<file path="config.mk">
export PLATFORM = sky130hd
export DESIGN_NAME = morph_frame_ctrl
export DESIGN_NICKNAME = d
export VERILOG_FILES = /design/src/rtl/morph_pkg.sv /design/src/rtl/morph_pos_cnt.sv /design/src/rtl/morph_frame_ctrl.sv
export SDC_FILE = /design/constraint.sdc
export NUM_CORES = 1
export LEC_CHECK = 0
export ABC_AREA = 1
export CORE_ASPECT_RATIO = 1.2
export CORE_MARGIN = 2
export CORE_UTILIZATION = 53
export CTS_CLUSTER_SIZE = 24
export DETAILED_ROUTE_END_ITERATION = 10
export PLACE_DENSITY_LB_ADDON = 0.05
export SYNTH_ARGS = -nofsm -noshare
export SYNTH_HDL_FRONTEND = slang
export SYNTH_SLANG_ARGS = --single-unit
</file>
<file path="constraint.sdc">
create_clock -name clk -period 2.2 [get_ports clk]
set_input_delay 0.44 -clock clk [delete_from_list [all_inputs] [get_ports clk]]
set_output_delay 0.44 -clock clk [all_outputs]
set_load 0.05 [all_outputs]
</file>
<file path="src/rtl/morph_pkg.sv">
// morph_pkg: operation codes, frame FSM states and config helpers shared by
// the morphology frame controller and its position counter.
package morph_pkg;

    typedef logic [1:0] morph_op_t;

    localparam morph_op_t MORPH_BYPASS = 2'b00;
    localparam morph_op_t MORPH_ERODE  = 2'b01;
    localparam morph_op_t MORPH_DILATE = 2'b10;

    localparam logic [1:0] IDLE   = 2'd0;
    localparam logic [1:0] ACTIVE = 2'd1;
    localparam logic [1:0] DONE   = 2'd2;

    // The unused code 2'b11 is never allowed to reach the kernels.
    function automatic morph_op_t coerce_op(input morph_op_t op);
        return (op == 2'b11) ? MORPH_BYPASS : op;
    endfunction

endpackage

</file>
<file path="src/rtl/morph_pos_cnt.sv">
// morph_pos_cnt: saturating pixel/line position counters, border flags for
// the 3x3 window taps, and the sticky frame geometry error.
module morph_pos_cnt #(
    parameter int IMG_W = 640,
    parameter int IMG_H = 480,
    parameter int CNT_W = 12
) (
    input  logic             clk,
    input  logic             rst_n,
    input  logic             start,
    input  logic             active,
    input  logic             href,
    input  logic             clken,
    input  logic             hr_fall,
    input  logic             vs_fall,
    output logic [CNT_W-1:0] pix_x,
    output logic [CNT_W-1:0] pix_y,
    output logic [3:0]       border,
    output logic             size_err
);

    localparam logic [CNT_W-1:0] W  = CNT_W'(IMG_W);
    localparam logic [CNT_W-1:0] H  = CNT_W'(IMG_H);
    localparam logic [CNT_W-1:0] W1 = CNT_W'(IMG_W - 1);
    localparam logic [CNT_W-1:0] H1 = CNT_W'(IMG_H - 1);

    logic [CNT_W-1:0] x_cnt, y_cnt, y_nxt;
    logic             pix, line_end, frame_end, x_full, y_full, err_set;

    // A line ending in the same cycle as vsync falls must be counted before
    // the frame height is judged, hence the check against y_nxt.
    always_comb begin
        pix       = active & href & clken;
        line_end  = active & hr_fall;
        frame_end = active & vs_fall;
        x_full    = (x_cnt == W);
        y_full    = (y_cnt == H);
        y_nxt     = (line_end && !y_full) ? y_cnt + CNT_W'(1) : y_cnt;
        err_set   = (pix & x_full) | (line_end & (!x_full | y_full)) | (frame_end & (y_nxt != H));
    end

    always_ff @(posedge clk or negedge rst_n) begin
        if (!rst_n) begin
            x_cnt    <= '0;
            y_cnt    <= '0;
            size_err <= 1'b0;
            pix_x    <= '0;
            pix_y    <= '0;
            border   <= 4'b0;
        end else begin
            if (start) begin
                x_cnt    <= '0;
                y_cnt    <= '0;
                size_err <= 1'b0;
            end else begin
                x_cnt    <= line_end ? '0 : (pix && !x_full) ? x_cnt + CNT_W'(1) : x_cnt;
                y_cnt    <= y_nxt;
                size_err <= size_err | err_set;
            end
            border <= pix ? {y_cnt == '0, y_cnt == H1, x_cnt == '0, x_cnt == W1} : 4'b0;
            if (pix) begin
                pix_x <= x_cnt;
                pix_y <= y_cnt;
            end
        end
    end

endmodule

</file>
<file path="src/rtl/morph_frame_ctrl.sv">
// morph_frame_ctrl: frame sequencer for the morphology chain; applies shadowed
// stage operations only at frame start and reports frame completion.
module morph_frame_ctrl
    import morph_pkg::*;
#(
    parameter int IMG_W = 640,
    parameter int IMG_H = 480,
    parameter int CNT_W = 12
) (
    input  logic             clk,
    input  logic             rst_n,
    input  logic             per_frame_vsync,
    input  logic             per_frame_href,
    input  logic             per_frame_clken,
    input  logic             cfg_wr,
    input  logic [1:0]       cfg_op_a,
    input  logic [1:0]       cfg_op_b,
    output logic             cfg_pending,
    output logic [1:0]       op_a,
    output logic [1:0]       op_b,
    output logic             ctrl_href,
    output logic             ctrl_clken,
    output logic [CNT_W-1:0] pix_x,
    output logic [CNT_W-1:0] pix_y,
    output logic [3:0]       border,
    output logic             frame_done,
    output logic [CNT_W-1:0] frame_cnt,
    output logic             size_err,
    output logic             busy
);

    logic       vs_d, hr_d, vs_rise, vs_fall, hr_fall, start, active;
    logic [1:0] state, state_nxt;
    morph_op_t  sh_a, sh_b;

    always_comb begin
        vs_rise   = per_frame_vsync & ~vs_d;
        vs_fall   = ~per_frame_vsync & vs_d;
        hr_fall   = ~per_frame_href & hr_d;
        start     = vs_rise && (state == IDLE);
        active    = (state == ACTIVE);
        state_nxt = (state == IDLE)   ? (vs_rise ? ACTIVE : IDLE) :
                    (state == ACTIVE) ? (vs_fall ? DONE : ACTIVE) : IDLE;
    end

    // Edge detectors reset high so a reset released mid-frame sees no rise.
    always_ff @(posedge clk or negedge rst_n) begin
        if (!rst_n) begin
            vs_d        <= 1'b1;
            hr_d        <= 1'b1;
            state       <= IDLE;
            busy        <= 1'b0;
            frame_done  <= 1'b0;
            frame_cnt   <= '0;
            ctrl_href   <= 1'b0;
            ctrl_clken  <= 1'b0;
            sh_a        <= MORPH_BYPASS;
            sh_b        <= MORPH_BYPASS;
            op_a        <= MORPH_BYPASS;
            op_b        <= MORPH_BYPASS;
            cfg_pending <= 1'b0;
        end else begin
            vs_d       <= per_frame_vsync;
            hr_d       <= per_frame_href;
            state      <= state_nxt;
            busy       <= (state_nxt == ACTIVE);
            frame_done <= (state == DONE);
            frame_cnt  <= (state == DONE) ? frame_cnt + CNT_W'(1) : frame_cnt;
            ctrl_href  <= per_frame_href;
            ctrl_clken <= per_frame_clken;
            if (cfg_wr) begin
                sh_a <= coerce_op(cfg_op_a);
                sh_b <= coerce_op(cfg_op_b);
            end
            if (start) begin
                op_a <= sh_a;
                op_b <= sh_b;
            end
            cfg_pending <= cfg_wr ? 1'b1 : start ? 1'b0 : cfg_pending;
        end
    end

    morph_pos_cnt #(
        .IMG_W(IMG_W),
        .IMG_H(IMG_H),
        .CNT_W(CNT_W)
    ) u_pos (
        .clk     (clk),
        .rst_n   (rst_n),
        .start   (start),
        .active  (active),
        .href    (per_frame_href),
        .clken   (per_frame_clken),
        .hr_fall (hr_fall),
        .vs_fall (vs_fall),
        .pix_x   (pix_x),
        .pix_y   (pix_y),
        .border  (border),
        .size_err(size_err)
    );

endmodule

</file>
==> results.yml, run 1 <==
critical_path:
  crit_chain: "clkdlybuf4s50_1"
  worstSetupPathType: "reg -> out"
  max_stage_delay_ps: 830
  crit_path_max_fanout: 4
  crit_slowest_cell: "clkdlybuf4s50_1"
  worstPathArrival_ps: 1630
  cp-start-kind: "register"
  cp_top_family: "buffers and inverters"
  critPathLaunch: "frame_cnt[2]$_DFFE_PN0P_"
  endpoint_kind: "output port"
  critPathBufInv: 1
  required_ps: 1760
  r2r_start: "u_pos.x_cnt[0]$_DFFE_PN0P_"
synthesis:
  synth_nets: 433
  synth_top_area_share_pct: 52.8
  synth-seq-cells: 82
  synthesis.area_mm2: 0.00379
  synth_area_per_cell_um2: 9.07
  yosysSeqAreaShare_pct: 54.2
  synthCells: 418
  synth_area_leader_cell: "dfrtp_1"
  yosysUniqueCellTypes: 37
  ys.warnings.count: 0
  synth.area.top_cells: "dfrtp_1 53%, nand2_1 9.4%, o21ai_0 4.8%"
die:
  core-area_mm2: 0.00690
  dieArea_mm2: 0.00785
  fp.dieH_um: 96.6
  die_w_um: 81.2
  initial_utilization_pct: 55.0
  ios: 60
  placementRows: 33
pwr:
  finalPower_uw: 4300
  peakVddDrop_mv: 0.704
  power_density_mw_per_mm2: 917
  p_leak_uw: 0.00216
clocking:
  h-tree-depth: 3
  postCtsSetupBuffers: 0
  clock_sinks: 82
  cts_max_path_buffers: 2
  hold_buffers: 0
  cts_resized: 0
  cts_tree: "built"
  numCtsBuffers: 9
  cts-root-buf: "clkbuf_8"
  clock_latency_ps: 350
  clkTransAtPathRegs_ps: 80
route:
  drt_pass1_iterations: 5
  wl_per_cell_um: 13.2
  drcViolationCount: 0
  drt_first_iter_violations: 108
  drt-total-wl_um: 7660
  vias: 2972
  ant_nets: 0
  vias_per_cell: 5.12
run:
  maxCapViolations: 0
grt:
  grt_start_max_net_pins: 41
  grt_antenna_before_repair: 0
  grt_use_total_pct: 22.0
  grt_pass1_vias: 3035
  grt_overflow_total: 0
  grt_pass1_wl_um: 13500
final_layout:
  drive_gt1_share_pct: 12.8
  nFillCells: 566
  multi_input_area_mm2: 0.00149
  diodes: 0
  syn_to_final_growth_pct: 23.7
  ff_latch_area_mm2: 0.00205
  fin_nets: 505
timing:
  tightestPinTransition_ps: 552
  setup_tns_ps: 0
  setup_viol: 0
  fin_ws_ps: 132
  min_period_ps: 2070
  fin_skew_ps: 6.66
  max_slew_margin_pct: 63.1
  slew_violations: 0
  fmax_mhz: 484
  hold_ws_ps: 47.9
  rsz0062_at_grt: "no"
  final_hold_viol_count: 0
  period_share_pct: 94.0
hold_path:
  hold_path_class: "in -> async"
status:
  run_status: "complete, no violations"
placed_design:
  gp_congestion: 0.957
  dp_hpwl_um: 5760
  dp_slack_ps: 4.93
  port_buffers: 59
[cells in the final DEF (no fill, tap or decap), types with 2 or more instances in the layout]
cell             count
xor2_1              11
nor3_2               3
o31ai_1              2
nand2_1             95
clkinv_2             3
inv_2                7
ha_1                 5
nand3_1             24
inv_1               46
a21oi_1              7
buf_4               11
nand3_2              5
nor2_1              39
dfstp_2              2
clkdlybuf4s50_1     58
nand2_4              2
nor3_1               7
nand4_1             10
dfrtp_1             80
nor2_8               2
nand2_2              3
nand4_2              2
clkbuf_8            10
o21ai_0             36
xnor2_1              5
nor2_2               5
[routing by layer]
| layer | vias to the layer above | share of wire (%) | global-route usage, % |
|---|---|---|---|
| li1 | 1487 | - | - |
| met1 | 1387 | 43 | 27.8 |
| met2 | 79 | 50 | 36.4 |
| met3 | 19 | 3.4 | 3.26 |
| met4 | 0 | 3.0 | 10.7 |
| met5 | - | 0 | 0 |
[logic make-up after synthesis]
group                    after synthesis  synth area share [%]
AND/OR/NAND/NOR                      204                  27.1
flip-flops                            82                  54.2
buffers and inverters                 62                  6.57
AO/OA/AOI/OAI                         49                  6.80
XOR/XNOR                              16                  3.70
adder cells (fa/ha/maj)                5                  1.65
[flip-flops by register name (all words and copies together), names as in the netlist, 2 cells and up]
register	cells
frame_cnt	12
u_pos.pix_y	12
state	2
op_b	2
op_a	2
u_pos.border	4
sh_a	2
sh_b	2
u_pos.x_cnt	12
u_pos.y_cnt	12
u_pos.pix_x	12
[final timing paths]
path / cells after the start / end / slack, ps
max: 1 / frame_cnt[2] / 130
min: 1 / u_pos.pix_x[3]$_DFFE_PN0P_ / 50
min reg2reg: 1 / frame_cnt[11]$_DFFE_PN0P_ / 470
max in group asynchronous: 2 / u_pos.y_cnt[6]$_DFF_PN0_ / 1450
max reg2reg: 10 / u_pos.x_cnt[9]$_DFFE_PN0P_ / 250
min in group clk: 1 / frame_cnt[11]$_DFFE_PN0P_ / 470
[power breakdown]
| part | switching (uW) | leakage (uW) | internal (uW) | total, uW |
|---|---|---|---|---|
| sequential | 154 | 0.00110 | 1710 | 1870 |
| combinational | 1000 | 0.000973 | 465 | 1470 |
| clock | 530 | 0.0000879 | 430 | 961 |
| total | 1690 | 0.00216 | 2610 | 4300 |
[per-stage QoR]
step	util, %	cells	cell area (um^2)
after detailed placement	65.5	566	4520
after global routing	68.0	581	4690
after floorplan	-	418	3790
after CTS	68.0	581	4690
after global placement	65.5	566	4520
final	68.0	581	4690
[area by class of cell]
cell class              count  share of cell area (%)
clock inverters             5                   0.667
flip-flops and latches     82                    43.8
clock buffers              10                    2.94
well taps                  87                    2.32
repair buffers             69                    14.1
multi-input cells         274                    31.7
inverters                  54                    4.38
[synth_stat cells]
cell type / count
nand2_1: 95
dfrtp_1: 80
inv_1: 46
nor2_1: 39
o21ai_0: 36
nand3_1: 24
xor2_1: 11
nand4_1: 10
a21oi_1: 7
inv_2: 7
nor3_1: 7
clkbuf_1: 5
ha_1: 5
nand3_2: 5
nor2_2: 5
xnor2_1: 5
nand2_2: 3
nor3_2: 3
buf_2: 2
dfstp_2: 2
nand2_4: 2
nand4_2: 2
nor2_8: 2
o31ai_1: 2
a211oi_1: 1
a21oi_2: 1
buf_8: 1
inv_4: 1
nand3_4: 1
nand4_4: 1
nor2_4: 1
nor3_4: 1
nor3b_1: 1
nor4_1: 1
nor4b_1: 1
o21ai_1: 1
o22ai_1: 1
No activity file was read; power rests on OpenSTA's default activity.
==> run 2: changes to the inputs <==
--- a/config.mk
+++ b/config.mk
@@ -6,9 +6,11 @@
 export NUM_CORES = 1
 export LEC_CHECK = 0
 export ABC_AREA = 1
+export CELL_PAD_IN_SITES_DETAIL_PLACEMENT = 0
+export CELL_PAD_IN_SITES_GLOBAL_PLACEMENT = 1
 export CORE_ASPECT_RATIO = 1.2
 export CORE_MARGIN = 2
-export CORE_UTILIZATION = 53
+export CORE_UTILIZATION = 41
 export CTS_CLUSTER_SIZE = 24
 export DETAILED_ROUTE_END_ITERATION = 10
 export PLACE_DENSITY_LB_ADDON = 0.05
==> results.yml, run 2 (synthesized netlist as in run 1, its figures left out) <==
die:
  core-area_mm2: 0.00903
  dieArea_mm2: 0.0100
  ios: 60
  placementRows: 38
  die_w_um: 91.8
  initial_utilization_pct: 42.0
  fp.dieH_um: 109
final_layout:
  layout_commonest_cell: "nand2_1"
  drive_gt1_share_pct: 12.9
  diodes: 0
  syn_to_final_growth_pct: 26.1
  multi_input_area_mm2: 0.00149
  ff_latch_area_mm2: 0.00205
  fin_util_pct: 52.9
  nFillCells: 862
  fin_nets: 508
  final_cell_mix: "95 x nand2_1, 80 x dfrtp_1, 58 x clkdlybuf4s50_1"
pwr:
  comb_power_share_pct: 33.5
  power_density_mw_per_mm2: 933
  peakVddDrop_mv: 0.513
  p_clk_share_pct: 24.7
  p_leak_uw: 0.00219
  netSwitchingFraction_pct: 37.6
  switchingPower_uw: 1680
  p_int_uw: 2780
  p_seq_share_pct: 41.8
clocking:
  cts_max_path_buffers: 2
  clkTransAtPathRegs_ps: 90
  numCtsBuffers: 9
  cts_tree: "built"
  postCtsSetupBuffers: 0
  clock_sinks: 82
  clock_latency_ps: 350
  cts-root-buf: "clkbuf_8"
  h-tree-depth: 3
  hold_buffers: 0
  cts_resized: 0
route:
  drt_pass1_iterations: 4
  drcViolationCount: 0
  ant_nets: 0
  drt_first_iter_violations: 118
  wl_per_cell_um: 13.2
  vias: 2953
  drt-total-wl_um: 8180
  vias_per_cell: 4.78
timing:
  fin_skew_ps: 13.0
  final_hold_viol_count: 0
  period_share_pct: 94.3
  tightestPinTransition_ps: 542
  max_slew_margin_pct: 63.8
  slew_violations: 0
  min_period_ps: 2070
  rsz0062_at_grt: "no"
  fmax_mhz: 482
  setup_tns_ps: 0
  setup_viol: 0
critical_path:
  worstSetupPathType: "reg -> out"
  worstPathArrival_ps: 1630
  crit_slowest_cell: "clkdlybuf4s50_1"
  cp_top_family: "buffers and inverters"
  cp-start-kind: "register"
  critPathBufInv: 1
  crit_chain: "clkdlybuf4s50_1"
  crit_path_max_fanout: 4
  required_ps: 1760
  endpoint_kind: "output port"
  max_stage_delay_ps: 840
grt:
  grt_start_max_net_pins: 38
  grt_use_total_pct: 18.0
  grt_antenna_before_repair: 0
  grt_overflow_total: 0
  grt_pass1_vias: 2979
  grt_pass1_wl_um: 14100
run:
  maxCapViolations: 0
hold_path:
  hold_path_class: "in -> async"
status:
  run_status: "complete, no violations"
placed_design:
  gp_congestion: 0.830
  port_buffers: 59
  dp_hpwl_um: 6150
-- run 2: path summary, 6_finish.rpt --
| path | cells after the start | startpoint | slack [ps] | to |
|---|---|---|---|---|
| min in group clk | 1 | frame_cnt[11]$_DFFE_PN0P_ | 470 | frame_cnt[11]$_DFFE_PN0P_ |
| setup / recovery | 1 | frame_cnt[2]$_DFFE_PN0P_ | 130 | frame_cnt[2] |
| max in group asynchronous | 2 | rst_n | 1480 | u_pos.y_cnt[3]$_DFF_PN0_ |
| setup reg to reg | 10 | u_pos.x_cnt[0]$_DFFE_PN0P_ | 280 | u_pos.x_cnt[9]$_DFFE_PN0P_ |
| hold reg to reg | 1 | frame_cnt[11]$_DFFE_PN0P_ | 470 | frame_cnt[11]$_DFFE_PN0P_ |
| hold / removal | 1 | rst_n | 40 | u_pos.pix_x[6]$_DFFE_PN0P_ |
-- run 2: stage by stage --
stage,instance area (um^2),std cells,power [uW],hold slack (ps),worst slack (ps)
2_1_floorplan,3790,418,2850,144,357
3_3_place_gp,4580,602,3400,434,24.7
3_5_place_dp,4580,602,3410,438,17.4
4_1_cts,4780,618,4530,49.2,104
5_1_grt,4780,618,4730,54.3,44.0
6_report,4780,618,4460,35.4,126
-- run 2: layout make-up --
| cell class | count | share of cell area [%] |
|---|---|---|
| sequential | 82 | 43.0 |
| multi-input combinational | 274 | 31.1 |
| timing repair buffer | 72 | 14.3 |
| inverter | 54 | 4.29 |
| clock buffer | 14 | 3.40 |
| tap | 120 | 3.14 |
| clock inverter | 2 | 0.733 |
-- run 2: routing by layer --
metal	up-vias	wire, um	GRT usage [%]
li1	1497	-	-
met1	1391	3560	22.5
met2	55	4210	30.9
met3	10	269	3.56
met4	0	131	7.04
met5	-	0	0
-- run 2: power by group through the flow --
stage,sequential [uW],combinational (uW),clock (uW)
CTS,1870,1510,1150
global route,1900,1610,1230
global placement,1890,1500,0
finish,1860,1490,1100
floorplan,2440,408,0
detailed placement,1900,1510,0
==> run 3: changes to the inputs <==
==> constraint.sdc (replaced) <==
create_clock -name clk -period 2.05 [get_ports clk]
set_input_delay 0.41 -clock clk [delete_from_list [all_inputs] [get_ports clk]]
set_output_delay 0.41 -clock clk [all_outputs]
set_load 0.05 [all_outputs]
==> results.yml, run 3 (synthesized netlist as in run 1, its figures left out) <==
timing:
  setup_viol: 0
  max_slew_margin_pct: 63.9
  fmax_mhz: 507
  final_hold_viol_count: 0
  rsz0062_at_grt: "no"
  slew_violations: 0
  fin_skew_ps: 6.73
  period_share_pct: 96.2
  min_period_ps: 1970
  tightestPinTransition_ps: 540
  fin_ws_ps: 78.2
route:
  drt_pass1_iterations: 4
  drcViolationCount: 0
  drt_first_iter_violations: 121
  drt-total-wl_um: 8180
  vias_per_cell: 4.74
  vias: 2973
  wl_per_cell_um: 13.0
  ant_nets: 0
critical_path:
  cp_top_family: "buffers and inverters"
  path_depth: 1
  rr_worst_depth: 10
  cp-start-kind: "register"
  critPathBufInv: 1
  required_ps: 1640
  worstPathArrival_ps: 1560
  endpoint_kind: "output port"
  crit_slowest_cell: "clkdlybuf4s50_1"
  worstSetupPathType: "reg -> out"
  max_stage_delay_ps: 820
  crit_chain: "clkdlybuf4s50_1"
  crit_path_max_fanout: 4
pwr:
  peakVddDrop_mv: 0.527
  p_leak_uw: 0.00233
  power_density_mw_per_mm2: 1000
die:
  core-area_mm2: 0.00903
  die_w_um: 91.8
  fp.dieH_um: 109
  placementRows: 38
  ios: 60
  dieArea_mm2: 0.0100
  initial_utilization_pct: 42.0
clocking:
  numCtsBuffers: 9
  clock_latency_ps: 350
  cts-root-buf: "clkbuf_8"
  cts_tree: "built"
  h-tree-depth: 3
  clkTransAtPathRegs_ps: 80
  cts_max_path_buffers: 2
  clock_sinks: 82
hold_path:
  hold_path_class: "in -> async"
grt:
  grt_pass1_vias: 2919
  grt_pass1_wl_um: 14100
  grt_use_total_pct: 17.7
  grt_overflow_total: 0
  grt_start_max_net_pins: 83
  grt_antenna_before_repair: 0
final_layout:
  layout_commonest_cell: "nand2_1"
  final_cells: 627
  syn_to_final_growth_pct: 29.0
  diodes: 0
  final_cell_mix: "95 x nand2_1, 80 x dfrtp_1, 51 x clkdlybuf4s50_1"
  fin_nets: 517
  drive_gt1_share_pct: 15.2
placed_design:
  dp_cells: 610
  dp_slack_ps: -121
  gp_congestion: 0.845
  dp_hpwl_um: 5910
  port_buffers: 59
run:
  maxCapViolations: 0
status:
  run_status: "complete, no violations"
==> run 3: changes by cell type in the layout (fill, tap and decap cells not counted), moves of 2 or more <==
cell	delta
dlymetal6s2s_1	+5
inv_2	+2
clkbuf_8	+2
inv_1	-2
buf_4	+8
dlygate4sd2_1	+2
clkdlybuf4s50_1	-7
==> run 3: path summary, 6_finish.rpt <==
| kind | startpoint | endpoint | slack [ps] |
|---|---|---|---|
| worst max-delay path | frame_cnt[8]$_DFFE_PN0P_ | frame_cnt[8] | 80 |
| worst min-delay path | rst_n | u_pos.pix_x[2]$_DFFE_PN0P_ | 70 |
| worst max register to register | u_pos.x_cnt[0]$_DFFE_PN0P_ | u_pos.x_cnt[9]$_DFFE_PN0P_ | 140 |
| worst min register to register | frame_cnt[11]$_DFFE_PN0P_ | frame_cnt[11]$_DFFE_PN0P_ | 470 |
| max in group asynchronous | rst_n | vs_d$_DFF_PN1_ | 1620 |
| min in group clk | frame_cnt[11]$_DFFE_PN0P_ | frame_cnt[11]$_DFFE_PN0P_ | 470 |
==> run 3: repair_timing <==
| action | CTS | global route |
|---|---|---|
| gates resized for setup | 2 | 8 |
| pin swaps | 0 | 2 |
| hold buffers | 0 | 0 |
| buffers inserted | 0 | 1 |
| endpoints found under the setup margin | 2 | 7 |
==> run 3: per-stage QoR <==
| step | power (uW) | TNS [ps] | utilization [%] | hold slack (ps) | area (um^2) |
|---|---|---|---|---|---|
| floorplan | 3060 | 0 | - | 114 | 3790 |
| global placement | 3660 | -102 | 51.5 | 457 | 4660 |
| detailed placement | 3670 | -121 | 51.5 | 461 | 4660 |
| CTS | 4940 | 0 | 53.9 | 90.5 | 4870 |
| global route | 5160 | 0 | 54.2 | 107 | 4890 |
| finish | 4890 | 0 | 54.2 | 74.9 | 4890 |
==> run 3: final cells by class <==
type                       instances  area [um^2]
fill                             852         4140
sequential                        82         2050
multi-input combinational        274         1490
timing repair buffer              81          776
inverter                          54          205
clock buffer                      15          186
tap                              120          150
clock inverter                     1         30.0
==> run 3: power by group <==
group | internal [uW] | total, uW | switching [uW] | leakage [uW]
registers | 1840 | 2000 | 163 | 0.00110
logic | 533 | 1630 | 1090 | 0.00112
clock network | 698 | 1270 | 567 | 0.000110
==> run 3: metal layers <==
layer  part of all wire, %  routed length (um)  GRT usage, %
met2                    50                4120          29.5
met4                   2.2                 178          8.32
met3                   2.5                 208          3.02
met5                     0                   0             0
met1                    45                3670          22.6
